===== src/rtl/rs_alu_station_if.sv =====
// Bundle between dispatcher / result buses and the ALU reservation station.
// The slave modport is the station's view; the master modport is everything around it.
interface rs_alu_station_if #(
    parameter int ROB_POS_W = 4,
    parameter int DATA_W    = 32
);
    logic                 rdy;
    logic                 rollback;
    logic                 full;

    logic                 issue_en;
    logic [ROB_POS_W-1:0] issue_rob_pos;
    logic [6:0]           issue_opcode;
    logic [2:0]           issue_funct3;
    logic                 issue_funct7;
    logic [DATA_W-1:0]    issue_val1;
    logic                 issue_q1_busy;
    logic [ROB_POS_W-1:0] issue_q1;
    logic [DATA_W-1:0]    issue_val2;
    logic                 issue_q2_busy;
    logic [ROB_POS_W-1:0] issue_q2;
    logic [DATA_W-1:0]    issue_imm;
    logic [DATA_W-1:0]    issue_pc;

    logic                 alu_res_en;
    logic [ROB_POS_W-1:0] alu_res_rob_pos;
    logic [DATA_W-1:0]    alu_res_val;
    logic                 lsb_res_en;
    logic [ROB_POS_W-1:0] lsb_res_rob_pos;
    logic [DATA_W-1:0]    lsb_res_val;

    logic                 alu_en;
    logic [ROB_POS_W-1:0] alu_rob_pos;
    logic [6:0]           alu_opcode;
    logic [2:0]           alu_funct3;
    logic                 alu_funct7;
    logic [DATA_W-1:0]    alu_val1;
    logic [DATA_W-1:0]    alu_val2;
    logic [DATA_W-1:0]    alu_imm;
    logic [DATA_W-1:0]    alu_pc;

    modport slave (
        input  rdy, rollback,
        input  issue_en, issue_rob_pos, issue_opcode, issue_funct3, issue_funct7,
        input  issue_val1, issue_q1_busy, issue_q1, issue_val2, issue_q2_busy, issue_q2,
        input  issue_imm, issue_pc,
        input  alu_res_en, alu_res_rob_pos, alu_res_val,
        input  lsb_res_en, lsb_res_rob_pos, lsb_res_val,
        output full,
        output alu_en, alu_rob_pos, alu_opcode, alu_funct3, alu_funct7,
        output alu_val1, alu_val2, alu_imm, alu_pc
    );

    modport master (
        output rdy, rollback,
        output issue_en, issue_rob_pos, issue_opcode, issue_funct3, issue_funct7,
        output issue_val1, issue_q1_busy, issue_q1, issue_val2, issue_q2_busy, issue_q2,
        output issue_imm, issue_pc,
        output alu_res_en, alu_res_rob_pos, alu_res_val,
        output lsb_res_en, lsb_res_rob_pos, lsb_res_val,
        input  full,
        input  alu_en, alu_rob_pos, alu_opcode, alu_funct3, alu_funct7,
        input  alu_val1, alu_val2, alu_imm, alu_pc
    );
endinterface


===== src/rtl/rs_alu_station.sv =====
// Reservation station for the integer ALU path: holds dispatched ops until both
// operands are available, snoops ALU/LSB result broadcasts, and hands at most one
// ready op per cycle to the ALU as a registered single-cycle pulse.
module rs_alu_station #(
    parameter int RS_SIZE   = 16,
    parameter int ROB_POS_W = 4,
    parameter int DATA_W    = 32
) (
    input  logic               clk,
    input  logic               rst,
    rs_alu_station_if.slave    bus
);
    localparam int IDX_W = $clog2(RS_SIZE);

    logic [RS_SIZE-1:0]   busy;
    logic [RS_SIZE-1:0]   q1_busy;
    logic [RS_SIZE-1:0]   q2_busy;
    logic [ROB_POS_W-1:0] q1      [RS_SIZE];
    logic [ROB_POS_W-1:0] q2      [RS_SIZE];
    logic [DATA_W-1:0]    val1    [RS_SIZE];
    logic [DATA_W-1:0]    val2    [RS_SIZE];
    logic [ROB_POS_W-1:0] rob_pos [RS_SIZE];
    logic [6:0]           opcode  [RS_SIZE];
    logic [2:0]           funct3  [RS_SIZE];
    logic                 funct7  [RS_SIZE];
    logic [DATA_W-1:0]    imm     [RS_SIZE];
    logic [DATA_W-1:0]    pc      [RS_SIZE];

    logic [RS_SIZE-1:0] ready_vec;
    logic               sel_valid;
    logic [IDX_W-1:0]   sel_idx;
    logic               free_valid;
    logic [IDX_W-1:0]   free_idx;

    assign ready_vec = busy & ~q1_busy & ~q2_busy;
    assign bus.full  = &busy;

    // Priority encoders: lowest ready entry for dispatch, lowest free entry for issue.
    always_comb begin
        sel_valid  = 1'b0;
        sel_idx    = '0;
        free_valid = 1'b0;
        free_idx   = '0;
        for (int i = RS_SIZE - 1; i >= 0; i--) begin
            if (ready_vec[i]) begin
                sel_valid = 1'b1;
                sel_idx   = IDX_W'(i);
            end
            if (!busy[i]) begin
                free_valid = 1'b1;
                free_idx   = IDX_W'(i);
            end
        end
    end

    // Entry storage, operand wakeup, issue with forwarding, and dispatch to the ALU.
    // Within each wakeup the ALU match is written last so it wins on a tag collision.
    always_ff @(posedge clk) begin
        if (rst) begin
            busy            <= '0;
            bus.alu_en      <= 1'b0;
            bus.alu_rob_pos <= '0;
            bus.alu_opcode  <= '0;
            bus.alu_funct3  <= '0;
            bus.alu_funct7  <= 1'b0;
            bus.alu_val1    <= '0;
            bus.alu_val2    <= '0;
            bus.alu_imm     <= '0;
            bus.alu_pc      <= '0;
        end else if (bus.rdy) begin
            if (bus.rollback) begin
                busy       <= '0;
                bus.alu_en <= 1'b0;
            end else begin
                for (int i = 0; i < RS_SIZE; i++) begin
                    if (busy[i]) begin
                        if (q1_busy[i] && bus.lsb_res_en && q1[i] == bus.lsb_res_rob_pos) begin
                            val1[i]    <= bus.lsb_res_val;
                            q1_busy[i] <= 1'b0;
                        end
                        if (q1_busy[i] && bus.alu_res_en && q1[i] == bus.alu_res_rob_pos) begin
                            val1[i]    <= bus.alu_res_val;
                            q1_busy[i] <= 1'b0;
                        end
                        if (q2_busy[i] && bus.lsb_res_en && q2[i] == bus.lsb_res_rob_pos) begin
                            val2[i]    <= bus.lsb_res_val;
                            q2_busy[i] <= 1'b0;
                        end
                        if (q2_busy[i] && bus.alu_res_en && q2[i] == bus.alu_res_rob_pos) begin
                            val2[i]    <= bus.alu_res_val;
                            q2_busy[i] <= 1'b0;
                        end
                    end
                end

                if (bus.issue_en && free_valid) begin
                    busy[free_idx]    <= 1'b1;
                    rob_pos[free_idx] <= bus.issue_rob_pos;
                    opcode[free_idx]  <= bus.issue_opcode;
                    funct3[free_idx]  <= bus.issue_funct3;
                    funct7[free_idx]  <= bus.issue_funct7;
                    imm[free_idx]     <= bus.issue_imm;
                    pc[free_idx]      <= bus.issue_pc;
                    q1[free_idx]      <= bus.issue_q1;
                    q2[free_idx]      <= bus.issue_q2;
                    val1[free_idx]    <= bus.issue_val1;
                    q1_busy[free_idx] <= bus.issue_q1_busy;
                    val2[free_idx]    <= bus.issue_val2;
                    q2_busy[free_idx] <= bus.issue_q2_busy;
                    if (bus.issue_q1_busy && bus.lsb_res_en && bus.issue_q1 == bus.lsb_res_rob_pos) begin
                        val1[free_idx]    <= bus.lsb_res_val;
                        q1_busy[free_idx] <= 1'b0;
                    end
                    if (bus.issue_q1_busy && bus.alu_res_en && bus.issue_q1 == bus.alu_res_rob_pos) begin
                        val1[free_idx]    <= bus.alu_res_val;
                        q1_busy[free_idx] <= 1'b0;
                    end
                    if (bus.issue_q2_busy && bus.lsb_res_en && bus.issue_q2 == bus.lsb_res_rob_pos) begin
                        val2[free_idx]    <= bus.lsb_res_val;
                        q2_busy[free_idx] <= 1'b0;
                    end
                    if (bus.issue_q2_busy && bus.alu_res_en && bus.issue_q2 == bus.alu_res_rob_pos) begin
                        val2[free_idx]    <= bus.alu_res_val;
                        q2_busy[free_idx] <= 1'b0;
                    end
                end

                // The selected entry is busy, so it can never be the entry being issued into.
                if (sel_valid) begin
                    busy[sel_idx]   <= 1'b0;
                    bus.alu_en      <= 1'b1;
                    bus.alu_rob_pos <= rob_pos[sel_idx];
                    bus.alu_opcode  <= opcode[sel_idx];
                    bus.alu_funct3  <= funct3[sel_idx];
                    bus.alu_funct7  <= funct7[sel_idx];
                    bus.alu_val1    <= val1[sel_idx];
                    bus.alu_val2    <= val2[sel_idx];
                    bus.alu_imm     <= imm[sel_idx];
                    bus.alu_pc      <= pc[sel_idx];
                end else begin
                    bus.alu_en <= 1'b0;
                end
            end
        end
    end
endmodule

===== src/flat_wrapper.sv =====
// flat-port wrapper written by rule: the top's interface ports become plain ports
module rs_alu_station_flat 
#(
    parameter int RS_SIZE   = 16,
    parameter int ROB_POS_W = 4,
    parameter int DATA_W    = 32
)
  (clk, rst, bus_rdy, bus_rollback, bus_issue_en, bus_issue_rob_pos, bus_issue_opcode, bus_issue_funct3, bus_issue_funct7, bus_issue_val1, bus_issue_q1_busy, bus_issue_q1, bus_issue_val2, bus_issue_q2_busy, bus_issue_q2, bus_issue_imm, bus_issue_pc, bus_alu_res_en, bus_alu_res_rob_pos, bus_alu_res_val, bus_lsb_res_en, bus_lsb_res_rob_pos, bus_lsb_res_val, bus_full, bus_alu_en, bus_alu_rob_pos, bus_alu_opcode, bus_alu_funct3, bus_alu_funct7, bus_alu_val1, bus_alu_val2, bus_alu_imm, bus_alu_pc);
  rs_alu_station_if #(.ROB_POS_W(ROB_POS_W), .DATA_W(DATA_W)) bus_i ();
  input  logic clk;
  input  logic rst;
  input wire logic [$bits(bus_i.rdy)-1:0] bus_rdy;
  input wire logic [$bits(bus_i.rollback)-1:0] bus_rollback;
  input wire logic [$bits(bus_i.issue_en)-1:0] bus_issue_en;
  input wire logic [$bits(bus_i.issue_rob_pos)-1:0] bus_issue_rob_pos;
  input wire logic [$bits(bus_i.issue_opcode)-1:0] bus_issue_opcode;
  input wire logic [$bits(bus_i.issue_funct3)-1:0] bus_issue_funct3;
  input wire logic [$bits(bus_i.issue_funct7)-1:0] bus_issue_funct7;
  input wire logic [$bits(bus_i.issue_val1)-1:0] bus_issue_val1;
  input wire logic [$bits(bus_i.issue_q1_busy)-1:0] bus_issue_q1_busy;
  input wire logic [$bits(bus_i.issue_q1)-1:0] bus_issue_q1;
  input wire logic [$bits(bus_i.issue_val2)-1:0] bus_issue_val2;
  input wire logic [$bits(bus_i.issue_q2_busy)-1:0] bus_issue_q2_busy;
  input wire logic [$bits(bus_i.issue_q2)-1:0] bus_issue_q2;
  input wire logic [$bits(bus_i.issue_imm)-1:0] bus_issue_imm;
  input wire logic [$bits(bus_i.issue_pc)-1:0] bus_issue_pc;
  input wire logic [$bits(bus_i.alu_res_en)-1:0] bus_alu_res_en;
  input wire logic [$bits(bus_i.alu_res_rob_pos)-1:0] bus_alu_res_rob_pos;
  input wire logic [$bits(bus_i.alu_res_val)-1:0] bus_alu_res_val;
  input wire logic [$bits(bus_i.lsb_res_en)-1:0] bus_lsb_res_en;
  input wire logic [$bits(bus_i.lsb_res_rob_pos)-1:0] bus_lsb_res_rob_pos;
  input wire logic [$bits(bus_i.lsb_res_val)-1:0] bus_lsb_res_val;
  output wire logic [$bits(bus_i.full)-1:0] bus_full;
  output wire logic [$bits(bus_i.alu_en)-1:0] bus_alu_en;
  output wire logic [$bits(bus_i.alu_rob_pos)-1:0] bus_alu_rob_pos;
  output wire logic [$bits(bus_i.alu_opcode)-1:0] bus_alu_opcode;
  output wire logic [$bits(bus_i.alu_funct3)-1:0] bus_alu_funct3;
  output wire logic [$bits(bus_i.alu_funct7)-1:0] bus_alu_funct7;
  output wire logic [$bits(bus_i.alu_val1)-1:0] bus_alu_val1;
  output wire logic [$bits(bus_i.alu_val2)-1:0] bus_alu_val2;
  output wire logic [$bits(bus_i.alu_imm)-1:0] bus_alu_imm;
  output wire logic [$bits(bus_i.alu_pc)-1:0] bus_alu_pc;
  assign bus_i.rdy = bus_rdy;
  assign bus_i.rollback = bus_rollback;
  assign bus_i.issue_en = bus_issue_en;
  assign bus_i.issue_rob_pos = bus_issue_rob_pos;
  assign bus_i.issue_opcode = bus_issue_opcode;
  assign bus_i.issue_funct3 = bus_issue_funct3;
  assign bus_i.issue_funct7 = bus_issue_funct7;
  assign bus_i.issue_val1 = bus_issue_val1;
  assign bus_i.issue_q1_busy = bus_issue_q1_busy;
  assign bus_i.issue_q1 = bus_issue_q1;
  assign bus_i.issue_val2 = bus_issue_val2;
  assign bus_i.issue_q2_busy = bus_issue_q2_busy;
  assign bus_i.issue_q2 = bus_issue_q2;
  assign bus_i.issue_imm = bus_issue_imm;
  assign bus_i.issue_pc = bus_issue_pc;
  assign bus_i.alu_res_en = bus_alu_res_en;
  assign bus_i.alu_res_rob_pos = bus_alu_res_rob_pos;
  assign bus_i.alu_res_val = bus_alu_res_val;
  assign bus_i.lsb_res_en = bus_lsb_res_en;
  assign bus_i.lsb_res_rob_pos = bus_lsb_res_rob_pos;
  assign bus_i.lsb_res_val = bus_lsb_res_val;
  assign bus_full = bus_i.full;
  assign bus_alu_en = bus_i.alu_en;
  assign bus_alu_rob_pos = bus_i.alu_rob_pos;
  assign bus_alu_opcode = bus_i.alu_opcode;
  assign bus_alu_funct3 = bus_i.alu_funct3;
  assign bus_alu_funct7 = bus_i.alu_funct7;
  assign bus_alu_val1 = bus_i.alu_val1;
  assign bus_alu_val2 = bus_i.alu_val2;
  assign bus_alu_imm = bus_i.alu_imm;
  assign bus_alu_pc = bus_i.alu_pc;
  rs_alu_station #(.RS_SIZE(RS_SIZE), .ROB_POS_W(ROB_POS_W), .DATA_W(DATA_W)) u_core (.clk(clk), .rst(rst), .bus(bus_i));
endmodule

===== config.mk =====
export PLATFORM = sky130hd
export DESIGN_NAME = rs_alu_station_flat
export DESIGN_NICKNAME = d
export VERILOG_FILES = /design/src/rtl/rs_alu_station_if.sv /design/src/rtl/rs_alu_station.sv /design/src/flat_wrapper.sv
export SDC_FILE = /design/constraint.sdc
export NUM_CORES = 2
export LEC_CHECK = 0
export BUFFER_PORTS_ARGS = -buffer_cell sky130_fd_sc_hd__buf_2
export CORE_MARGIN = 8
export CORE_UTILIZATION = 60
export CTS_BUF_LIST = sky130_fd_sc_hd__clkbuf_4 sky130_fd_sc_hd__clkbuf_8
export CTS_CLUSTER_SIZE = 24
export DETAILED_ROUTE_END_ITERATION = 6
export PLACE_DENSITY = 0.74
export REMOVE_ABC_BUFFERS = 1
export SLEW_MARGIN = 15
export SYNTH_ARGS = -nofsm -noshare
export SYNTH_HDL_FRONTEND = slang
export SYNTH_SLANG_ARGS = --single-unit

===== constraint.sdc =====
create_clock -name clk -period 7.8 [get_ports clk]
set_input_delay 0.78 -clock clk [delete_from_list [all_inputs] [get_ports clk]]
set_output_delay 0.78 -clock clk [all_outputs]
set_load 0.01 [all_outputs]

## Word level (Yosys, flattened, before mapping)

Memory sizes are Yosys's and may differ from the RTL's. A register that Yosys moved wholly into a read port is not among the register bits.
Cells that the tools add are included.

- RAM bits: 2416
- Input bits: 232
- Memories: 10
- Register bits: 49
- Output and inout bits: 145

Memory list:

| memory | depth | bits a word | rd ports | clocked after Yosys merged registers in | wr ports | RTL line | RTL |
|---|---|---|---|---|---|---|---|
| u_core.imm | 16 | 32 | 1 | 1 | 1 | rs_alu_station.sv:26 | `logic [DATA_W-1:0] imm [RS_SIZE];` |
| u_core.pc | 16 | 32 | 1 | 1 | 1 | rs_alu_station.sv:27 | `logic [DATA_W-1:0] pc [RS_SIZE];` |
| u_core.val1 | 16 | 32 | 1 | 1 | 17 | rs_alu_station.sv:20 | `logic [DATA_W-1:0] val1 [RS_SIZE];` |
| u_core.val2 | 16 | 32 | 1 | 1 | 17 | rs_alu_station.sv:21 | `logic [DATA_W-1:0] val2 [RS_SIZE];` |
| u_core.opcode | 16 | 7 | 1 | 1 | 1 | rs_alu_station.sv:23 | `logic [6:0] opcode [RS_SIZE];` |
| u_core.q1 | 16 | 4 | 16 | 0 | 1 | rs_alu_station.sv:18 | `logic [ROB_POS_W-1:0] q1 [RS_SIZE];` |
| 4 more memories | - | - | - | - | - | - |  |

- Magnitude comparators: 4
- Equal/unequal tests: 68
- Multiplexer cells: 733
- Bitwise operators: 50
- Reductions and logical operators: 142

Operators by type and width:

| kind | count |
|---|---|
| $mux 32 | 36 |
| $mux 1 | 641 |
| $mux 16 | 20 |
| $eq 4x4->1 | 68 |
| $logic_and 1x1->1 | 139 |
| $mux 4 | 32 |
| $and 16x16->16 | 7 |
| $not 16->16 | 4 |
| $or 1x1->1 | 36 |
| $bwmux 16 | 2 |
| $or 16x16->16 | 1 |
| $reduce_and 16->1 | 1 |
| $lt 4x5->1 const B | 2 |
| $demux 1 s4 | 2 |
| $ge 4x1->1 const B | 2 |
| $reduce_and 3->1 | 2 |
| $not 1->1 | 2 |

## Longest topological paths before layout

- Depth after elaboration: 30
- Depth in mapped cells: 15
- Mapped depth without buffers: 10

## Worst setup path before layout

No wires, ideal clock.

- Path type: input -> register
- From: input bus_issue_en
- To: memory u_core.funct3[10][0], enable pin
- Stages: 7
- Arrival time: 5.796 ns
- Path slack: 1.470 ns
- Path through: clkbuf_1 > nand3_1 > nor3_1 > and2_1 > clkbuf_1 > nand3_1 > nor2_1

- Word-level cells in the longest chain between the ends: 6

Ends and longest elaborated chain:

| item | RTL line | RTL |
|---|---|---|
| from (decl) | flat_wrapper.sv:14 | `input wire logic [$bits(bus_i.issue_en)-1:0] bus_issue_en;` |
| $logic_and 1x1->1 | rs_alu_station.sv:96 | `if (bus.issue_en && free_valid) begin` |
| $mux 1 | rs_alu_station.sv:96 |  |
| $mux 1 | rs_alu_station.sv:71 | `if (bus.rollback) begin` |
| $mux 1 | rs_alu_station.sv:70 | `end else if (bus.rdy) begin` |
| $mux 1 | rs_alu_station.sv:59 | `if (rst) begin` |
| $mux 1 (implied by the code) | rs_alu_station.sv:100 | `funct3[free_idx] <= bus.issue_funct3;` |
| to (decl) | rs_alu_station.sv:24 | `logic [2:0] funct3 [RS_SIZE];` |

Every way passes these cells.

## Worst setup path after layout

- From: register u_core.busy[2]
- To: register u_core.bus.alu_val2[5], read port of u_core.val2

- Word-level cells in the longest chain between the ends: 6
- Elaborated cells on any way between the ends: 9

Ends and longest elaborated chain:

| item | RTL line | RTL |
|---|---|---|
| from (decl) | rs_alu_station.sv:15 | `logic [RS_SIZE-1:0] busy;` |
| from (signal assigned) | rs_alu_station.sv:60 | `busy <= '0;` |
| from (signal assigned) | rs_alu_station.sv:72 | `busy <= '0;` |
| from (signal, indexed assignment) | rs_alu_station.sv:97 | `busy[free_idx] <= 1'b1;` |
| $and 16x16->16 (*) (2 in a row) | rs_alu_station.sv:35 | `assign ready_vec = busy & ~q1_busy & ~q2_busy;` |
| $mux 1 (3 in a row) | rs_alu_station.sv:45 | `if (ready_vec[i]) begin` |
| $reduce_and 3->1 (no line) | - |  |
| to (decl) | rs_alu_station_if.sv:51 | `output alu_val1, alu_val2, alu_imm, alu_pc` |

Mark *: on every way between the ends. The rest lies on a longest branch, timed or not.
A chain may end at the register's enable or synchronous reset.

==> run metrics <==
Fin. Hold Viols 0; port bufs 376; Initial Utilization 0.6007; Post-DP Area roughly 130,000 sq um; Top-Level Pins 377; CTS max path bufs 4; DR WL met3 63.81 mm; die area 223,900 sq um; post-CTS setup buffers 0; CTS tree yes; number of synthesized flops with an enable pin 2,448; HPWL after DPL about 230 mm; post-synth cell types 82; post_cts resized 0; TritonCTS Buffers 430; Worst setup EP type flip-flop; crit-path max FO 66; WL per Instance 34.67 um; cell count after placement 12,040; worst setup margin 2.137 ns; hold-fix buffers at CTS 80; max_slew headroom 0.05248; type of origin of the critical path flip-flop; fillcell total 15,100; Synth Instances slightly below 10,000; Critical Path RT around 8.7 ns; area grow syn2layout 10.91%; Layout Cell Area excl Fill 139,100 sq um; Reg clk slew, reported paths 0.07 ns; GPL Wtd Cong 0.9459; period utilisation layout 0.7260; die height ~470 um; Yosys reg bits 2,608; ys async rst share 0; Root Buffer clkbuf_8; Pwr Total 28.57 mW; Max Cap Viol 0; DR iter-0 viols 14,330; Fmax 176.6 MHz; critical-path cell list nor3b_1 > o21ai_0 > nand2_1 > o21a_4 > buf_4 > buf_4 > mux2i_1 > o22ai_1 > a2111oi_0 > a311oi_1; Most used DFF post-synth edfxtp_1; Worst Path Arrival 6.59 ns; Die Wd between 400 and 500 um; Final min period about 5.7 ns; M1 WL 155.0 mm; Setup CP Type flip-flop to flip-flop; Setup violations, final 0; outcome complete, no violations; leakage power 55.44 nW; first-pass GRT wire length between 600 and 700 mm; post-route ant nets 0; highest routed layer met5; post-synth design cell area 125,400 sq um; total track usage 0.3845; Vias/cell 7.085; Yosys Warn Count 0; routed via count around 91,000; antenna violations before repair 31; largest net degree at the start of global routing 148; HP Class input port to flip-flop; CP most frequent cell buf_4; Worst VDD drop about 220 uV; Setup WS pre-CTS ~2.2 ns; first drt pass iteration count 7; num rows between 150 and 200; met2 WL 192.9 mm; Worst-Margin Slew 1.418 ns; clk sinks ~2,600; H-tree depth 5; syn_area_per_cell 13.01 sq um; latest clock arrival within the worst-skew pair 1.16 ns; vias in the first global route 89,020; gr ovfl total 0; CP Buf/Inv Count 2; CP top delay family buffers and inverters; total wire length approximately 450 mm; Core Area 208,700 sq um; CP max stage cell buf_4; Post-Layout Cell Count ~13,000; Setup TNS 0 ns; fin. max-slew vios 0; sequential share of the synthesized area 0.6118; share of cells above drive strength 1 0.1807; Cell Pwr Density 205.5 nW/um^2; RSZ-0062 raised after global routing no; fin util 0.6663; # DRC 0; nets@finish ~10,000; Hold Slack roughly 0.08 ns; clk_skew 0.09913 ns; critical path's largest stage delay roughly 0.94 ns
cell usage after synthesis (8+ instances only):
master     instances  area (sq um)
o21ai_1           43         215.2
mux2i_1         1944         19460
a21oi_1          783          3919
inv_1             15         56.30
dfxtp_1          160          3203
nor4b_1           31         271.5
xnor2_1           66         578.1
nor3_1            37         185.2
nor4_1            68         425.4
and3_1            17         106.4
mux2_2           326          3671
clkbuf_1         722          2710
a221o_1           59         590.6
nand2_1          826          3100
o22ai_1           70         437.9
a21o_1            46         345.3
o21a_1            17         127.6
edfxtp_1        2448         73510
o22a_1            72         630.6
a311oi_1          58         508.0
nand4_1           67         419.2
a211oi_1          66         495.5
nand3_1           68         340.3
o221ai_1          15         131.4
buf_4             19         142.6
buf_1            129         484.2
o21bai_1          66         495.5
a41oi_1            8         70.07
nor2_1           444          1667
or3b_2             8         70.07
buf_2            140         700.7
a221oi_1          20         175.2
a22o_1            79         691.9
a222oi_1          60         600.6
a2111oi_0         42         367.9
xor2_1           200          1752
and2_1            12         75.07
nor3b_1           12         90.09
a22oi_1           12         90.09
o21ai_0          170         850.8
a31oi_1           74         462.9
o31a_1            18         157.7
final cells by class:
cell class              count  area [sq um]  share of cell area
multi-input cells        5998         45450              0.3268
flip-flops and latches   2608         76710              0.5516
repair buffers            689          4848             0.03486
inverters                  16         75.07           0.0005398
clock buffers             655          7883             0.05668
well taps                2805          3510             0.02524
clock inverters           114         550.5            0.003959
diodes                     17         42.54           0.0003059
state kept, by name, summed over array words and instances, names as in the netlist, 3 cells and up:
name / flops
u_core.bus.alu_funct3: 3
u_core.bus.alu_imm: 32
u_core.bus.alu_opcode: 7
u_core.bus.alu_pc: 32
u_core.bus.alu_rob_pos: 4
u_core.bus.alu_val1: 32
u_core.bus.alu_val2: 32
u_core.busy: 16
u_core.funct3: 48
u_core.funct7: 16
u_core.imm: 512
u_core.opcode: 112
u_core.pc: 512
u_core.q1: 64
u_core.q1_busy: 16
u_core.q2: 64
u_core.q2_busy: 16
u_core.rob_pos: 64
u_core.val1: 512
u_core.val2: 512
layer usage:
| layer | vias to the layer above | GRT usage |
|---|---|---|
| met5 | - | 0 |
| met4 | 24 | 0.2462 |
| met3 | 1981 | 0.1045 |
| met2 | 7662 | 0.5797 |
| met1 | 44940 | 0.4943 |
| li1 | 36810 | - |
final timing paths:
kind,startpoint,to,slack [ns],cells past startpoint
worst max-delay path,u_core.busy[2],u_core.bus.alu_val2[5],2.14,10
worst max register to register,u_core.busy[2],u_core.bus.alu_val2[5],2.14,10
worst min register to register,u_core.bus.alu_en,u_core.bus.alu_en,0.47,2
worst min-delay path,bus_issue_imm[16],u_core.imm[4][16],0.08,1
cells in the final DEF (no fill, tap or decap), types with 31 or more instances in the layout:
| master | netlist | layout |
|---|---|---|
| a2111oi_0 | 42 | 41 |
| a211oi_1 | 66 | 66 |
| a21o_1 | 46 | 46 |
| a21oi_1 | 783 | 740 |
| a221o_1 | 59 | 59 |
| a222oi_1 | 60 | 60 |
| a22o_1 | 79 | 79 |
| a311oi_1 | 58 | 58 |
| a31oi_1 | 74 | 74 |
| buf_12 | 0 | 31 |
| buf_2 | 140 | 375 |
| buf_4 | 19 | 201 |
| clkbuf_4 | 0 | 181 |
| clkbuf_8 | 0 | 475 |
| clkinv_1 | 0 | 71 |
| clkinv_2 | 0 | 34 |
| dfxtp_1 | 160 | 160 |
| dlygate4sd3_1 | 0 | 80 |
| edfxtp_1 | 2448 | 2448 |
| mux2_2 | 326 | 326 |
| mux2i_1 | 1944 | 1944 |
| nand2_1 | 826 | 787 |
| nand3_1 | 68 | 60 |
| nand4_1 | 67 | 67 |
| nor2_1 | 444 | 426 |
| nor3_1 | 37 | 32 |
| nor4_1 | 68 | 68 |
| nor4b_1 | 31 | 31 |
| o21ai_0 | 170 | 170 |
| o21ai_1 | 43 | 36 |
| o21bai_1 | 66 | 66 |
| o22a_1 | 72 | 72 |
| o22ai_1 | 70 | 70 |
| xnor2_1 | 66 | 66 |
| xor2_1 | 200 | 200 |
power breakdown:
group          internal (mW)  leakage [nW]  switching [mW]
clock network           6.46          4.52            5.54
logic                  0.410          27.6           0.815
registers               15.3          23.3          0.0218
logic make-up (layout without fill, tap and decap cells):
family                    count (synthesis)  after routing  synth area share
DFF                                    2608           2608            0.6118
muxes                                  2276           2276            0.1855
AOI/OAI and AO/OA                      1833           1833           0.09512
and+or+nand+nor                        1623           1623           0.05595
buffers and inverters                  1030           1474           0.03304
xor gates and xnor gates                266            266           0.01858
other                                     0             17                 0
No activity file was read; power rests on OpenSTA's default activity.
